--- config.mk ---
export PLATFORM = sky130hd
export DESIGN_NAME = fpu_issue
export DESIGN_NICKNAME = d
export VERILOG_FILES = /design/src/rtl/fpu_issue_pkg.sv /design/src/rtl/fpu_issue.sv
export SDC_FILE = /design/constraint.sdc
export NUM_CORES = 1
export LEC_CHECK = 0
export BUFFER_PORTS_ARGS = -buffer_cell sky130_fd_sc_hd__buf_2
export CAP_MARGIN = 30
export CORE_MARGIN = 5
export CORE_UTILIZATION = 43
export CTS_CLUSTER_SIZE = 10
export DETAILED_ROUTE_END_ITERATION = 7
export PLACE_DENSITY = 0.71
export SLEW_MARGIN = 20
export SYNTH_ARGS = -nofsm -noshare
export SYNTH_HDL_FRONTEND = slang
export SYNTH_SLANG_ARGS = --single-unit
--- constraint.sdc ---
create_clock -name i_clk -period 9.5 [get_ports i_clk]
set_input_delay 0.95 -clock i_clk [delete_from_list [all_inputs] [get_ports i_clk]]
set_output_delay 0.95 -clock i_clk [all_outputs]
set_load 0.005 [all_outputs]
--- src/rtl/fpu_issue_pkg.sv ---
// fpu_issue_pkg: state, register set, reset value, flag indices and opcode helpers for fpu_issue.
package fpu_issue_pkg;
    localparam int Instr_FPU_Total = 13;
    localparam int FPU_FADD = 0;
    localparam int FPU_FSUB = 1;
    localparam int FPU_FMUL = 2;
    localparam int FPU_FDIV = 3;
    localparam int FFLAG_NV = 4;
    localparam int FFLAG_DZ = 3;
    localparam int FFLAG_OF = 2;
    localparam int FFLAG_UF = 1;
    localparam int FFLAG_NX = 0;
    typedef enum logic [1:0] {IDLE, ISSUE, WAIT, RESP} state_t;
    typedef struct packed {
        state_t                     state;
        logic                       ena;
        logic                       err;
        logic [Instr_FPU_Total-1:0] ivec;
        logic [63:0]                a;
        logic [63:0]                b;
        logic [63:0]                res;
        logic [4:0]                 resp_fflags;
        logic [4:0]                 fflags;
    } regs_t;
    localparam regs_t REGS_RESET = '0;
    function automatic logic is_onehot(input logic [Instr_FPU_Total-1:0] v);
        return $onehot(v);
    endfunction
endpackage

--- src/rtl/fpu_issue.sv ---
// fpu_issue: single-outstanding FPU request issue/response sequencer with sticky flags.
// Define FPU_ISSUE_TIMEOUT_EN to add a WAIT-state watchdog of TIMEOUT_CYCLES.
module fpu_issue
    import fpu_issue_pkg::*;
#(
    parameter int TIMEOUT_CYCLES = 64,
    parameter int TAGW = 6
) (
    input  logic                       i_clk,
    input  logic                       i_nrst,
    input  logic                       i_req_valid,
    output logic                       o_req_ready,
    input  logic [Instr_FPU_Total-1:0] i_req_ivec,
    input  logic [63:0]                i_req_a,
    input  logic [63:0]                i_req_b,
    input  logic [TAGW-1:0]            i_req_tag,
    output logic                       o_fpu_ena,
    output logic [Instr_FPU_Total-1:0] o_fpu_ivec,
    output logic [63:0]                o_fpu_a,
    output logic [63:0]                o_fpu_b,
    input  logic [63:0]                i_fpu_res,
    input  logic                       i_fpu_ex_invalidop,
    input  logic                       i_fpu_ex_divbyzero,
    input  logic                       i_fpu_ex_overflow,
    input  logic                       i_fpu_ex_underflow,
    input  logic                       i_fpu_ex_inexact,
    input  logic                       i_fpu_valid,
    output logic                       o_resp_valid,
    input  logic                       i_resp_ready,
    output logic [63:0]                o_resp_res,
    output logic [TAGW-1:0]            o_resp_tag,
    output logic [4:0]                 o_resp_fflags,
    output logic                       o_resp_err,
    output logic [4:0]                 o_fflags,
    input  logic                       i_fflags_clr,
    output logic                       o_busy
);
    regs_t           r;
    logic [TAGW-1:0] tag;
    logic [4:0]      ex;
    logic            cap;
    logic            expire;
    assign ex  = {i_fpu_ex_invalidop, i_fpu_ex_divbyzero, i_fpu_ex_overflow,
                  i_fpu_ex_underflow, i_fpu_ex_inexact};
    assign cap = r.state == WAIT && i_fpu_valid;
`ifdef FPU_ISSUE_TIMEOUT_EN
    localparam int CW = $clog2(TIMEOUT_CYCLES) + 1;
    logic [CW-1:0] cnt;
    // counter sits at zero outside WAIT, so it restarts on every WAIT entry
    always_ff @(posedge i_clk)
        cnt <= (!i_nrst || r.state != WAIT) ? '0 : cnt + CW'(1);
    assign expire = r.state == WAIT && !i_fpu_valid && cnt == CW'(TIMEOUT_CYCLES - 1);
`else
    localparam int unused_timeout = TIMEOUT_CYCLES;
    assign expire = 1'b0;
`endif
    always_ff @(posedge i_clk) begin
        if (!i_nrst) begin
            r   <= REGS_RESET;
            tag <= '0;
        end else begin
            r.ena    <= 1'b0;
            r.fflags <= (i_fflags_clr ? 5'd0 : r.fflags) | (cap ? ex : 5'd0);
            case (r.state)
                IDLE: if (i_req_valid) begin
                    tag <= i_req_tag;
                    if (is_onehot(i_req_ivec)) begin
                        r.state <= ISSUE;
                        r.ena   <= 1'b1;
                        r.ivec  <= i_req_ivec;
                        r.a     <= i_req_a;
                        r.b     <= i_req_b;
                    end else begin
                        r.state       <= RESP;
                        r.res         <= '0;
                        r.resp_fflags <= '0;
                        r.err         <= 1'b1;
                    end
                end
                ISSUE: r.state <= WAIT;
                WAIT: if (cap) begin
                    r.state       <= RESP;
                    r.res         <= i_fpu_res;
                    r.resp_fflags <= ex;
                    r.err         <= 1'b0;
                end else if (expire) begin
                    r.state       <= RESP;
                    r.res         <= '0;
                    r.resp_fflags <= '0;
                    r.err         <= 1'b1;
                end
                RESP: if (i_resp_ready) r.state <= IDLE;
                default: r.state <= IDLE;
            endcase
        end
    end
    assign o_req_ready   = r.state == IDLE;
    assign o_busy        = r.state != IDLE;
    assign o_resp_valid  = r.state == RESP;
    assign o_fpu_ena     = r.ena;
    assign o_fpu_ivec    = r.ivec;
    assign o_fpu_a       = r.a;
    assign o_fpu_b       = r.b;
    assign o_resp_res    = r.res;
    assign o_resp_tag    = tag;
    assign o_resp_fflags = r.resp_fflags;
    assign o_resp_err    = r.err;
    assign o_fflags      = r.fflags;
endmodule

## Word-level counts from Yosys, hierarchy flattened

Index checks and enable logic that the tools add are counted.

| word-level totals | value |
|---|---|
| register bits after elaboration | 225 |
| input bits | 222 |
| output and inout bits | 226 |
| logic and storage cells | 55 |

| cells by class | value |
|---|---|
| add/sub/neg operators | 12 |
| equality and inequality tests | 8 |
| multiplexer cells | 15 |
| bitwise logic cells | 1 |
| reduce and logical (&&, ||, !) cells | 9 |

Operator list:

| kind | count |
|---|---|
| two-way mux 214 bit | 1 |
| two-way mux 141 bit | 1 |
| two-way mux 69 bit | 2 |
| case mux 69 bit (2 select lines) | 1 |
| adder 1 x 1 -> 2 bit | 6 |
| two-way mux 5 bit | 2 |
| adder 2 x 2 -> 3 bit | 3 |
| AND reduction 3 bit | 3 |
| case mux 2 bit (4 select lines) | 1 |
| two-way mux 2 bit | 3 |
| inequality test 2 bit (second input constant) | 3 |
| OR 5 bit | 1 |
| adder 3 x 1 -> 4 bit | 1 |
| adder 3 x 3 -> 4 bit | 1 |
| adder 4 bit | 1 |
| == test 2 bit (second input constant) | 2 |
| == test 4 x 1 -> 1 bit (second input constant) | 1 |
| AND reduction 4 bit | 1 |
| nonzero test 2 bit | 2 |
| two-way mux 1 bit | 3 |
| == test 2 x 1 -> 1 bit (second input constant) | 1 |
| logical NOT 2 bit | 1 |
| inequality test 2 x 1 -> 1 bit (second input constant) | 1 |
| case mux 1 bit (2 select lines) | 1 |
| 2 further kinds | 2 |

## Longest topological paths before layout

Gate-level depths: netlist of run 1.

| depth | value |
|---|---|
| word-level depth | 8 |
| gate-level depth with buffers | 16 |
| gate-level depth less buffers | 13 |

## Worst setup path after synthesis of run 1

Ideal clock, no wire load.

| path | value |
|---|---|
| kind | in2reg |
| start point | in i_req_ivec[0] |
| end point | reg r (netlist bit o_fpu_b[18]) |
| library setup time | 122 ps |
| arrival time | 4935 ps |
| slack | 4443 ps |
| cell stages on the path | 14 |
| cell sequence | fa_1 -> fa_1 -> inv_1 -> fa_1 -> fa_1 -> fa_1 -> fa_1 -> nor3b_1 -> o21a_2 -> nand3_1 -> buf_2 -> clkbuf_1 -> nand2_1 -> a21boi_0 |

| on the way | value |
|---|---|
| word-level cells in the longest chain between the ends | 6 |

RTL lines:

| element | RTL line | RTL |
|---|---|---|
| start: declaration | fpu_issue.sv:13 | `input logic [Instr_FPU_Total-1:0] i_req_ivec,` |
| adder 1 x 1 -> 2 bit (not written as such) | fpu_issue_pkg.sv:27 | `return $onehot(v);` |
| adder 2 x 2 -> 3 bit (not written as such) | fpu_issue_pkg.sv:27 |  |
| adder 3 x 3 -> 4 bit (not written as such) | fpu_issue_pkg.sv:27 |  |
| adder 4 bit (not written as such) | fpu_issue_pkg.sv:27 |  |
| == test 4 x 1 -> 1 bit | fpu_issue_pkg.sv:27 |  |
| AND reduction 3 bit (no line) | - |  |
| end: declaration | fpu_issue.sv:38 | `regs_t r;` |

No other way between the ends.
A chain may end at the register's enable or synchronous reset.

## Worst setup path after layout of run 1

| path | value |
|---|---|
| start point | in i_req_ivec[0] |
| end point | reg r (netlist bit o_fpu_b[1]) |

The elaborated chain is that of the path after synthesis.

==> results by group, run 1 <==
Clocking
  • Clk sinks: 225
  • Worst skew pair latency: about 0.53 ns
  • Total CTS buffers: 27
  • CTS HTree Levels: 1
  • Resized cells post-CTS: 0
  • Clock Tree Root: clkbuf_16
  • Number of buffers on the longest clock path: 3
  • CTS Hold Bufs: 0
  • Clk slew on worst S/H paths: about 0.06 ns
  • CTS tree: yes
  • Post-CTS setup buffer count: 0

Hold path
  • HP Class: register to register

Critical path
  • Cell family with most CP delay: adder cells
  • Flop-to-flop setup slack: 6.04 ns
  • Crit path capture type: register
  • Worst setup SP type: primary input
  • Worst path max stage delay: slightly below 0.8 ns
  • CP arrival: roughly 6.5 ns
  • Worst-path maximum fanout: 90
  • Worst path slowest cell: and3_4
  • Req. time, crit path: ~10 ns
  • Crit-path cells: buf_2 > fa_1 > fa_1 > inv_1 > fa_1 > fa_1 > fa_1 > fa_1 > nor3b_1 > o21a_2 > and3_4 > buf_4 > nand2_1 > a21boi_0
  • Most numerous cell on the critical path: fa_1
  • Buffers plus inverters on the worst setup path: 3
  • Critical path class: primary input to register

Floorplanning
  • Full die area: between 30000 and 40000 µm²
  • Core Box Area: ~27000 µm²
  • # rows: 60
  • Die Ht: ~180 µm
  • Die width: 176.3 µm
  • Initial Util: 0.4387
  • I/O pin count: between 400 and 500

Timing
  • Final worst-path cycle share: 0.6316
  • FMAX: between 0.15 and 0.2 GHz
  • Slew of the pin with the lowest slew margin: about 0.95 ns
  • Slew margin rel.: 0.3679
  • Final setup TNS: 0 ns
  • Layout Skew: ~0.022 ns
  • Final hold violation count: 0
  • Setup ws final: ~3.5 ns
  • # setup viols final: 0
  • Final Critical Period: 6.000 ns
  • RSZ-0062 raised after global routing: false
  • Final Max Tran Viols: 0

Drt
  • Routed WL per cell: about 17 µm
  • Post-route DRC: 0
  • Routed WL: approximately 33000 µm
  • Via count: ~9.7k
  • DRT Pass-1 Iters: 4
  • Post-DR vias/cell: 4.952
  • Initial DRC count: ~530
  • Post-DRT Antenna Nets: 0

Synth
  • Yosys top cell by area: dfxtp_1
  • Synth Warn #: 0
  • Commonest cells post-synth: nand2_1, dfxtp_1, buf_4
  • Register area share after synthesis: 0.3789
  • Count leader, synth: nand2_1
  • Cell Area, Synth: 11890 µm²
  • Ys flop type: dfxtp_1
  • Number of synthesized register bits: roughly 230
  • Top post-synthesis cells by area: dfxtp_1, buf_4, nand2_1
  • Syn_nets: between 1.5k and 2k
  • Asr flop ratio synth: 0
  • Syn Area/Cell: between 8 and 9 µm²
  • Syn Inst Count: approximately 1.4k
  • Top-area cell type share of the netlist area: 0.3789
  • Synth cell types: 40
  • EDFF count, synth: 0

Power and ir drop
  • Static Leak: 5.767 nW
  • VDD IR max: about 0.22 mV
  • PwrDens: between 200 and 250 nW/µm²

GRT
  • Total track usage: 0.1961
  • Initial antenna violation count: 4
  • First-pass GRT wire length: ~50000 µm
  • GRT overflow: 0
  • Vias in the first global route: 9236
  • Largest net degree at the start of global routing: between 100 and 150

Layout
  • Layout cells sized above 1: 0.3718
  • Area taken by multi-input logic gates: 5213 µm²
  • Area grow syn2layout: 12.40%
  • Nets: between 1.5k and 2k
  • Register area: roughly 4500 µm²
  • # fillers: about 2.7k

Place
  • Dpl ws: 2.921 ns
  • GP Congestion: roughly 0.8
  • PortBufs: approximately 450
  • Detail Placement HPWL: 23210 µm

Flow run
  • Maxcap violations: 0

Outcome
  • Status: completed
-- worst min-delay path: cells and delay by family, from the launching register on --
| family | cells | cell delay, ns |
|---|---|---|
| flops | 1 | 0.30 |
| compound gates | 1 | 0.05 |
| simple gates | 1 | 0.05 |
-- per-stage QoR --
step                      hold WS, ns  cell area [µm²]  power [mW]  instances    util
final                          0.4461            13360       2.920       1957  0.4931
after global routing           0.4613            13360       3.091       1956  0.4930
after CTS                      0.4488            13330       2.954       1955  0.4920
after detailed placement       0.4415            12580       2.029       1917  0.4642
after global placement         0.4357            12550       2.011       1916  0.4632
after floorplan                0.4354            11890       1.878       1406       -
-- placed cells by master, fill, tap and decap left out, drive strengths merged, types with 2 or more instances in the layout --
cell,Yosys,routed
a31o,69,69
a21oi,6,6
inv,20,21
a21boi,216,216
nor2,3,3
o31ai,2,2
a22oi,69,69
o21a,2,2
nor2b,81,81
nand2,369,369
clkbuf,64,36
buf,252,456
and2,3,3
ha,6,6
fa,8,8
dfxtp,225,225
-- sequential cells by signal, summed over array words and instances (netlist names) --
register and count:
o_fflags 5, o_resp_res 64, o_resp_err 1, o_fpu_ivec 13, o_resp_tag 6, o_fpu_a 64, r 2, o_fpu_ena 1
o_resp_fflags 5, o_fpu_b 64
-- power by group --
part           internal [mW]  switching [mW]  leakage [nW]
combinational          0.346           0.534          3.58
sequential              1.06          0.0624          1.82
clock                  0.533           0.382         0.370
-- layout make-up --
cell class                 count  share of cell area
clock buffer                  36             0.05534
sequential                   225              0.3371
multi-input combinational    845              0.3901
timing repair buffer         456              0.1758
inverter                      20            0.005618
antenna                        1           0.0001873
tap                          372             0.03483
clock inverter                 2            0.001030
-- final timing paths --
check                                               from                       end  depth (start not counted)
worst min register to register  o_fpu_b[49]$_SDFFE_PN0P_  o_fpu_b[49]$_SDFFE_PN0P_                          2
worst max register to register       r[217]$_SDFFE_PN0P_   o_fpu_b[1]$_SDFFE_PN0P_                          9
worst max-delay path                       i_req_ivec[0]   o_fpu_b[1]$_SDFFE_PN0P_                         14
worst min-delay path            o_fpu_b[49]$_SDFFE_PN0P_  o_fpu_b[49]$_SDFFE_PN0P_                          2
-- per-layer routing --
metal | vias up | track usage | routed length, µm
met5 | - | 0 | 37
li1 | 4782 | - | -
met2 | 330 | 0.3436 | 16210
met1 | 4507 | 0.2305 | 12900
met3 | 67 | 0.06360 | 3024
met4 | 6 | 0.05458 | 850
-- cells by family after synthesis --
group | count (synthesis) | share of synthesized area
compound gates | 371 | 0.2502
fa+ha+maj | 14 | 0.01978
buf+inv | 336 | 0.1853
flops | 225 | 0.3789
simple gates | 460 | 0.1659
Note: power is estimated with default switching activity, not from simulation.
==> inputs of run 2 (changes only) <==
--- a/config.mk
+++ b/config.mk
@@ -11,7 +11,7 @@
 export CORE_UTILIZATION = 43
 export CTS_CLUSTER_SIZE = 10
 export DETAILED_ROUTE_END_ITERATION = 7
-export PLACE_DENSITY = 0.71
+export PLACE_DENSITY = 0.74
 export SLEW_MARGIN = 20
 export SYNTH_ARGS = -nofsm -noshare
 export SYNTH_HDL_FRONTEND = slang
==> constraint.sdc (replaced) <==
create_clock -name i_clk -period 4.9 [get_ports i_clk]
set_input_delay 0.49 -clock i_clk [delete_from_list [all_inputs] [get_ports i_clk]]
set_output_delay 0.49 -clock i_clk [all_outputs]
set_load 0.005 [all_outputs]
==> results by group, run 2 (synthesis gave the netlist of run 1 again) <==
Clocking
  • CTS Hold Bufs: 0 (unchanged)
  • Clk sinks: 225 (unchanged)
  • CTS HTree Levels: 1 (unchanged)
  • Post-CTS setup buffer count: 0 (unchanged)
  • Clk slew on worst S/H paths: 0.06 ns (about the same)
  • Worst skew pair latency: 0.54 ns (was 0.53 ns)
  • Resized cells post-CTS: 0 (unchanged)
  • Total CTS buffers: 28 (was 27)
  • CTS tree: yes (unchanged)
  • Clock Tree Root: clkbuf_16 (unchanged)
  • Number of buffers on the longest clock path: 3 (unchanged)

Timing
  • Layout Skew: 0.01469 ns (was 0.02178 ns)
  • FMAX: approximately 0.23 GHz
  • Final worst-path cycle share: 0.8932
  • RSZ-0062 raised after global routing: false (unchanged)
  • Final Max Tran Viols: 0 (unchanged)
  • Hold slack: 0.1944 ns (was 0.4461 ns)
  • Slew of the pin with the lowest slew margin: 0.9524 ns (was 0.9482 ns)
  • Slew margin rel.: 0.3651 (was 0.3679)
  • # setup viols final: 0 (unchanged)
  • Final hold violation count: 0 (unchanged)
  • Final Critical Period: 4.377 ns

Critical path
  • Crit-path cells: buf_2 > fa_1 > fa_1 > inv_1 > fa_1 > fa_1 > fa_1 > fa_1 > nor3b_1 > o21a_2 > and3_4 > buf_12 > nand2_1 > a21boi_1 (was buf_2 > fa_1 > fa_1 > inv_1 > fa_1 > fa_1 > fa_1 > fa_1 > nor3b_1 > o21a_2 > and3_4 > buf_4 > nand2_1 > a21boi_0)
  • Worst path max stage delay: 0.52 ns (was 0.79 ns)
  • Most numerous cell on the critical path: fa_1 (unchanged)
  • Critical path class: primary input to register (unchanged)
  • Req. time, crit path: 5.36 ns (was 9.95 ns)
  • Worst path slowest cell: fa_1 (was and3_4)
  • Worst setup SP type: primary input (unchanged)
  • Worst-path maximum fanout: 39 (was 90)
  • Crit path capture type: register (unchanged)
  • CP arrival: 4.83 ns (was 6.45 ns)

Floorplanning
  • I/O pin count: 448 (unchanged)
  • # rows: 60 (unchanged)
  • Core Box Area: 27100 µm² (unchanged)
  • Full die area: 31070 µm² (unchanged)
  • Die Ht: 176.3 µm (unchanged)
  • Die width: 176.3 µm (unchanged)
  • Initial Util: 0.4387 (unchanged)

Outcome
  • Status: completed (unchanged)

Power and ir drop
  • PwrDens: 435.5 nW/µm² (was 218.5 nW/µm²)
  • VDD IR max: 0.3227 mV (was 0.2157 mV)
  • Seq pwr share: 0.369 (was 0.385)
  • Static Leak: 5.900 nW (was 5.767 nW)
  • Switch Pwr: 1.964 mW (was 0.9781 mW)
  • Logic pwr share: 0.310 (was 0.301)
  • Internal: 3.966 mW (was 1.942 mW)
  • Power share of the clock group: 0.321 (was 0.313)
  • Sw frac: 0.3312 (was 0.3350)

Drt
  • Post-DR vias/cell: 5.014 (was 4.952)
  • Routed WL: 33240 µm (was 33020 µm)
  • Initial DRC count: 436 (was 531)
  • DRT Pass-1 Iters: 5 (was 4)
  • Via count: 9917 (was 9692)
  • Routed WL per cell: 16.80 µm (was 16.87 µm)
  • Post-route DRC: 0 (unchanged)
  • Post-DRT Antenna Nets: 0 (unchanged)

Layout
  • Final Util: 0.5024 (was 0.4931)
  • Area grow syn2layout: 14.52% (was 12.40%)
  • Layout cells sized above 1: 0.3793 (was 0.3718)
  • Nets: 1827 (was 1811)
  • Most frequent cells in the layout: buf_2, nand2_1, dfxtp_1 (unchanged)
  • Commonest non-fill, non-tap cell in the layout: buf_2 (unchanged)

Place
  • Detail Placement HPWL: 23710 µm (was 23210 µm)
  • GP Congestion: 0.8224 (was 0.8000)
  • PortBufs: 447 (unchanged)

GRT
  • First-pass GRT wire length: 50890 µm (was 50200 µm)
  • Vias in the first global route: 9602 (was 9236)
  • Initial antenna violation count: 3 (was 4)
  • GRT overflow: 0 (unchanged)
  • Largest net degree at the start of global routing: 116 (was 110)
  • Total track usage: 0.1973 (was 0.1961)

Flow run
  • Maxcap violations: 0 (unchanged)

Hold path
  • HP Class: primary input to register (was register to register)
## run 2: changes by cell type in the layout (fill, tap and decap cells not counted), moves of 2 or more
cell / delta
buf_12: +9
buf_4: +8
buf_16: -2
clkinv_2: +2
diode_2: +2
## run 2: stage by stage
stage	power (mW)	worst slack (ns)	setup TNS, ns	cells	cell area (µm²)
4_1_cts	6.004	0.5095	0	1975	13610
2_1_floorplan	3.642	0.3034	0	1406	11890
3_5_place_dp	4.080	-0.009273	-0.009273	1933	12780
3_3_place_gp	4.039	0.02177	0	1933	12780
5_1_grt	6.274	0.2879	0	1977	13610
6_report	5.929	0.5234	0	1978	13620
## run 2: worst paths after layout
check	startpoint	endpoint	slack, ns	cells after the start
max reg2reg	r[217]$_SDFFE_PN0P_	o_resp_res[22]$_SDFFE_PN0P_	2.64	7
min	i_req_b[32]	o_fpu_b[32]$_SDFFE_PN0P_	0.19	3
min reg2reg	o_fpu_b[45]$_SDFFE_PN0P_	o_fpu_b[45]$_SDFFE_PN0P_	0.45	2
max	i_req_ivec[0]	o_fpu_a[27]$_SDFFE_PN0P_	0.52	14
## run 2: cell type report
type	instances	area, µm²
Clock buffer	37	764.5
Clock inverter	5	61.31
Timing Repair Buffer	471	2535
Fill cell	2543	13490
Sequential cell	225	4504
Antenna cell	3	7.507
Tap cell	372	465.4
Multi-Input combinational cell	845	5202
Inverter	20	75.07
## run 2: power groups by stage
stage	combinational (mW)	clock [mW]	sequential (mW)
2_1_floorplan	1.44	0	2.20
3_3_place_gp	1.82	0	2.21
3_5_place_dp	1.86	0	2.23
4_1_cts	1.87	1.95	2.19
5_1_grt	2.02	2.04	2.22
6_report	1.84	1.90	2.19
## run 2: worst max-delay path, delay by kind of cell
kind / cells / cell delay, ns
fa+ha+maj: 6 / 2.87
simple gates: 3 / 0.73
buf+inv: 3 / 0.41
compound gates: 2 / 0.34
## run 2: metal layers
layer  track usage  up-vias  part of all wire
met1        0.2242     4643              0.38
met4       0.06758        2             0.031
met5             0        -           0.00021
met3       0.06831       63             0.092
li1              -     4829                 -
met2        0.3452      380              0.49
